--- src/rtl/dac_dig_pkg.sv ---
// Shared DAC digital definitions: extreme-tracking mode encodings and a
// constant-foldable ceiling log2 for sizing index fields.
package dac_dig_pkg;

   typedef enum logic {
      MODE_MAX = 1'b0,
      MODE_MIN = 1'b1
   } mode_e;

   function automatic int clog2(input int v);
      int r;
      r = 0;
      for (int i = 0; i < 31; i++)
         if ((1 << i) < v) r = i + 1;
      return r;
   endfunction

endpackage

--- src/rtl/comp2_sel.sv ---
// Decides whether a new sample replaces the running extreme; ties favour
// the newer sample in both modes.
module comp2_sel
   import dac_dig_pkg::*;
#(
   parameter int W = 6
) (
   input  logic [W-1:0] New,
   input  logic [W-1:0] Cur,
   input  logic         Mode,
   output logic         Take
);

   assign Take = (Mode == logic'(MODE_MIN)) ? (New <= Cur) : (New >= Cur);

endmodule

--- src/rtl/window_peak_detect.sv ---
// Tracks the max or min of each N_WIN-sample window and reports the value
// and its in-window position one cycle after the window's last sample.
module window_peak_detect
   import dac_dig_pkg::*;
#(
   parameter int W     = 6,
   parameter int N_WIN = 16,
   localparam int IDX_W = clog2(N_WIN)
) (
   input  logic             Clk,
   input  logic             Rst,
   input  logic             InValid,
   input  logic [W-1:0]     In,
   input  logic             Mode,
   input  logic             Clear,
   output logic             OutValid,
   output logic [W-1:0]     Out,
   output logic [IDX_W-1:0] OutIdx
);

   logic [IDX_W-1:0] cnt;
   logic [W-1:0]     run_val;
   logic [IDX_W-1:0] run_idx;
   logic             mode_q;
   logic             take;
   logic             last;

   assign last = (cnt == IDX_W'(N_WIN - 1));

   comp2_sel #(.W(W)) u_sel (
      .New  (In),
      .Cur  (run_val),
      .Mode (mode_q),
      .Take (take)
   );

   always_ff @(posedge Clk) begin
      if (Rst) begin
         cnt      <= '0;
         run_val  <= '0;
         run_idx  <= '0;
         mode_q   <= 1'b0;
         OutValid <= 1'b0;
         Out      <= '0;
         OutIdx   <= '0;
      end else begin
         OutValid <= 1'b0;
         if (Clear) begin
            cnt <= '0;
         end else if (InValid) begin
            cnt <= last ? '0 : cnt + 1'b1;
            // First sample seeds the window unconditionally and fixes its mode
            if (cnt == '0) begin
               run_val <= In;
               run_idx <= '0;
               mode_q  <= Mode;
            end else if (take) begin
               run_val <= In;
               run_idx <= cnt;
            end
            if (last) begin
               OutValid <= 1'b1;
               Out      <= take ? In  : run_val;
               OutIdx   <= take ? cnt : run_idx;
            end
         end
      end
   end

endmodule

--- config.mk ---
export PLATFORM = sky130hd
export DESIGN_NAME = window_peak_detect
export DESIGN_NICKNAME = d
export VERILOG_FILES = /design/src/rtl/dac_dig_pkg.sv /design/src/rtl/comp2_sel.sv /design/src/rtl/window_peak_detect.sv
export SDC_FILE = /design/constraint.sdc
export NUM_CORES = 1
export LEC_CHECK = 0
export CAP_MARGIN = 20
export CORE_ASPECT_RATIO = 1.5
export CORE_MARGIN = 2
export CORE_UTILIZATION = 53
export DETAILED_ROUTE_END_ITERATION = 7
export GPL_ROUTABILITY_DRIVEN = 0
export PLACE_DENSITY = 0.84
export SLEW_MARGIN = 25
export SYNTH_ARGS = -nofsm -noshare
export SYNTH_HDL_FRONTEND = slang
export SYNTH_SLANG_ARGS = --single-unit
--- constraint.sdc ---
create_clock -name Clk -period 3.05 [get_ports Clk]
set_input_delay 0.61 -clock Clk [delete_from_list [all_inputs] [get_ports Clk]]
set_output_delay 0.61 -clock Clk [all_outputs]
set_load 0.01 [all_outputs]
### After elaboration in Yosys (flattened, before gate mapping)

Index checks and enable logic that the tools add are counted.

| word-level totals | value |
|---|---|
| register bits | 26 |
| logic and storage cells | 26 |
| bits of input ports | 11 |

| cells by class | value |
|---|---|
| $lt $le $gt $ge | 2 |
| reductions and logical operators | 6 |
| bitwise gates (word level) | 2 |
| eq/ne operators | 1 |
| mux-type cells | 7 |
| add/subtract/negate cells | 1 |

Operators by type and width:

| kind | number |
|---|---|
| 4-bit two-way mux | 3 |
| 6-bit two-way mux | 2 |
| 6-bit greater-or-equal comparator | 1 |
| 6-bit less-or-equal comparator | 1 |
| 3-bit AND reduction | 2 |
| 4-bit by 1-bit adder with 4-bit output (second input constant) | 1 |
| 4-bit == test (second input constant) | 1 |
| 4-bit zero test | 1 |
| 3-bit OR reduction | 1 |
| 1-bit two-way mux | 2 |
| 1-bit NOT | 2 |
| 2-bit AND reduction | 1 |
| 2-bit OR reduction | 1 |

### Longest topological paths before layout

| logic depth | value |
|---|---|
| word-level depth | 4 |
| mapped depth | 8 |

### Hierarchy

Synthesis repeated with hierarchy kept, for this count alone.

| second synthesis, totals | value |
|---|---|
| cells, all modules | 175 |
| area, all modules | 1,506.4 um^2 |

Modules (own cells, without submodules):

| module | times used | seq. area each (um^2) | area an instance (um^2) | cells each |
|---|---|---|---|---|
| window_peak_detect | 1 | 520.5 | 1,331.3 | 152 |
| comp2_sel | 1 | 0.0 | 175.2 | 23 |

### Worst setup path before layout

Ideal clock, no wire load.

| path | value |
|---|---|
| kind | in2reg |
| from | in In[1] |
| to | reg Out[1] |
| stages on the path | 7 |
| setup time | 0.122 ns |
| buffers on the path | 1 |
| required time | 2.928 ns |
| arrival time | 2.345 ns |
| path slack | 0.583 ns |
| path through | ha_1 > nor2b_4 > o21a_4 > or4_4 > and2_4 > buf_6 > o311a_1 |

| between the ends | value |
|---|---|
| word-level cells in the longest chain between the ends | 3 |

RTL lines:

| what | line | text |
|---|---|---|
| start: declaration | window_peak_detect.sv:13 | `input logic [W-1:0] In,` |
| 6-bit greater-or-equal comparator / 6-bit less-or-equal comparator (equally long branches) | comp2_sel.sv:14 | `assign Take = (Mode == logic'(MODE_MIN)) ? (New <= Cur) : (New >= Cur);` |
| 1-bit two-way mux | comp2_sel.sv:14 |  |
| 6-bit two-way mux * | n/a |  |
| end signal: assignment | window_peak_detect.sv:63 | `Out <= take ? In : run_val;` |
| end: declaration | window_peak_detect.sv:17 | `output logic [W-1:0] Out,` |

Mark *: on every way between the ends. The rest lies on a longest branch, timed or not.
A chain may end at the register's enable or synchronous reset.

### Worst setup path in the final report

| path | value |
|---|---|
| from | in In[1] |
| to | reg Out[3] |

| between the ends | value |
|---|---|
| word-level cells in the longest chain between the ends | 3 |

RTL lines:

| what | line |
|---|---|
| 6-bit greater-or-equal comparator / 6-bit less-or-equal comparator (equally long branches) | comp2_sel.sv:14 |
| 1-bit two-way mux * | comp2_sel.sv:14 |
| 6-bit two-way mux * | n/a |

Marked as above.

==> out/qor.txt <==
VDD IR max = 0.264 mV
Routed Antenna Nets = 0
CTS Buf Count = 3
H-tree Lvls = 1
WL per Instance = 14.4 µm
Initial DRC Count = 25
R2R cell count = 7
Synth cell types = 40
Starting Density = 0.550
Synth top cells by count = dfxtp_1, nor2_1, inv_1
Largest net degree at the start of global routing = 21
MaxCap Viol Count = 0
Maximum fanout along the worst path = 8
Critical path endpoint category = flop
Die height = 68.2 µm
Fin nets = 205
Ranking of synthesized cells by area = dfxtp_1, ha_1, nor2_1
Total power = 676 µW
Fill count = 214
Syn Inst Count = 167
Die ar. = 3190 µm²
Post-synth top area share = 0.358
Sequential element share of the synthesized area = 0.358
Net count after synthesis = 186
Most used flip-flop cell after synthesis = dfxtp_1
Final Critical Period = 2.74 ns
First-pass iteration count of the detailed router = 4
# resized after CTS = 0
Multi-input gate area = 835 µm²
Fraction of registers with async set/reset = 0
Synth area leader = dfxtp_1
Layout area overhead = 20.2%
Outcome = complete, no violations
Hold depth = 2
Mean number of vias per cell = 5.86
Flop pwr share = 0.517
Worst min-delay path category = reg2reg
Clk root buf = clkbuf_8
Fin crit share = 0.899
WL final = 3200 µm
Final Hold Slack = 0.483 ns
Clk_skew = 0.00526 ns
Port Buffer Count = 21
Core area = 2650 µm²
Hold_buf cts = 0
Count leader, synth = dfxtp_1
Register bit total from synthesis = 26
First-pass GRT wire length = 5500 µm
RSZ-0062 raised after global routing = false
Cell Int Power = 509 µW
Clock share of power = 0.324
Logic pwr share = 0.159
Setup Fix Bufs, Post-CTS = 0
Register area = 520 µm²
Switching share of power = 0.247
Actual slew at the worst max-slew pin = 0.635 ns
Largest stage delay, worst path = 0.59 ns
Leak = 0.642 nW
Clock latency on the worst-skew pair = 0.27 ns
Num rows = 23
Mean Syn Cell Area = 8.71 µm²
Final setup fails = 0
Overall routing resource usage = 0.233
Vias = 1300
Number of global-route vias before repair = 1340
Final slew viol count = 0
Power per Cell Area = 387 nW/µm²
Num Clock Sinks = 26
Critical-path top delay cell = or4_4
Congestion Overflow GR = 0
# DRC = 0
IO Count = 22
Final non-filler cell total = 222
Detailed Place HPWL = 2450 µm
EDFF count, synth = 0
Diodes inserted = 0
Synth warnings = 0
Worst-path clk slew = 0.09 ns
FMAX = 365 MHz
Startpoint types = primary input
Die X = 46.8 µm
Synthesized area = 1460 µm²
Antenna violations before repair = 0
Critical path class = in2reg
CTS tree = done
Switching power = 167 µW
Worst Path Arrival = 2.90 ns
Final Hold Vio Count = 0
Share of layout cells above drive strength 1 = 0.103
Maximum root-to-sink buffer count = 2
Max-slew headroom at the worst pin = 0.576
Setup TNS Final = 0 ns
Crit-path cells = clkdlybuf4s50_1 > ha_1 > nor2b_4 > o21a_4 > or4_4 > and2_4 > o311a_1
Placed Cells = 218
Worst EP required = 3.21 ns
==> per-layer routing <==
| layer | share of wire | global-route usage | wire (µm) | vias up |
|---|---|---|---|---|
| li1 | - | - | - | 647 |
| met1 | 0.41 | 0.257 | 1310 | 609 |
| met2 | 0.53 | 0.408 | 1690 | 36 |
| met3 | 0.035 | 0.0211 | 111 | 8 |
| met4 | 0.027 | 0.149 | 86 | 0 |
| met5 | 0 | 0 | 0 | - |
==> layout make-up <==
class,count,area share
Clock buffer,4,0.0315
Inverter,12,0.0258
Timing Repair Buffer,26,0.142
Multi-Input combinational cell,117,0.477
Sequential cell,26,0.298
Tap cell,37,0.0265
==> cells in the final DEF (no fill, tap or decap), types with 2 or more instances in the layout <==
cell	instances
o311a_1	6
nand2b_1	8
nor2_1	24
o31ai_1	6
buf_4	5
o21bai_1	3
a21oi_1	5
o32ai_1	4
clkdlybuf4s50_1	21
or4_1	6
nand3_1	8
ha_1	8
dfxtp_1	26
inv_1	12
nand2_1	4
nor3_1	5
mux2i_1	2
clkbuf_8	4
a211oi_1	8
==> cell families (layout without fill, tap and decap cells) <==
| group | count (synthesis) | count (layout) | synth area share |
|---|---|---|---|
| xor gates and xnor gates | 1 | 1 | 0.00602 |
| buffers and inverters | 24 | 42 | 0.0688 |
| and+or+nand+nor | 66 | 66 | 0.261 |
| muxes | 3 | 3 | 0.0215 |
| DFF | 26 | 26 | 0.358 |
| adders and majority gates | 8 | 8 | 0.0688 |
| AOI/OAI and AO/OA | 39 | 39 | 0.216 |
==> power by group through the flow <==
| stage | combinational, mW | clock [mW] | sequential (mW) |
|---|---|---|---|
| 6_report | 0.108 | 0.219 | 0.349 |
| 5_1_grt | 0.119 | 0.235 | 0.350 |
| 4_1_cts | 0.107 | 0.222 | 0.349 |
| 3_5_place_dp | 0.107 | 0 | 0.357 |
| 3_3_place_gp | 0.101 | 0 | 0.357 |
| 2_1_floorplan | 0.0777 | 0 | 0.356 |
==> worst max-delay path: cells and delay by family <==
family,cells,cell delay (ns)
AOI/OAI and AO/OA,2,0.50
adders and majority gates,1,0.37
buffers and inverters,1,0.47
and+or+nand+nor,3,0.95
==> through the flow <==
stage / util / worst slack, ns / instance area (µm²)
after floorplan: - / 0.583 / 1460
after global placement: 0.640 / 0.105 / 1690
after detailed placement: 0.640 / 0.0401 / 1690
after CTS: 0.661 / 0.326 / 1750
after global routing: 0.661 / 0.165 / 1750
final: 0.661 / 0.307 / 1750
==> worst paths after layout <==
check / from / endpoint / slack, ns
max: In[1] / Out[3] / 0.31
max reg2reg: run_val[1] / Out[3] / 0.75
min reg2reg: run_idx[3] / run_idx[3] / 0.48
min: run_idx[3] / run_idx[3] / 0.48
==> state kept, by name, summed over array words and instances, names as in the netlist <==
| register | cells |
|---|---|
| OutIdx | 4 |
| OutValid | 1 |
| cnt | 4 |
| mode_q | 1 |
| run_idx | 4 |
| Out | 6 |
| run_val | 6 |
(Power assumes the default switching activity.)
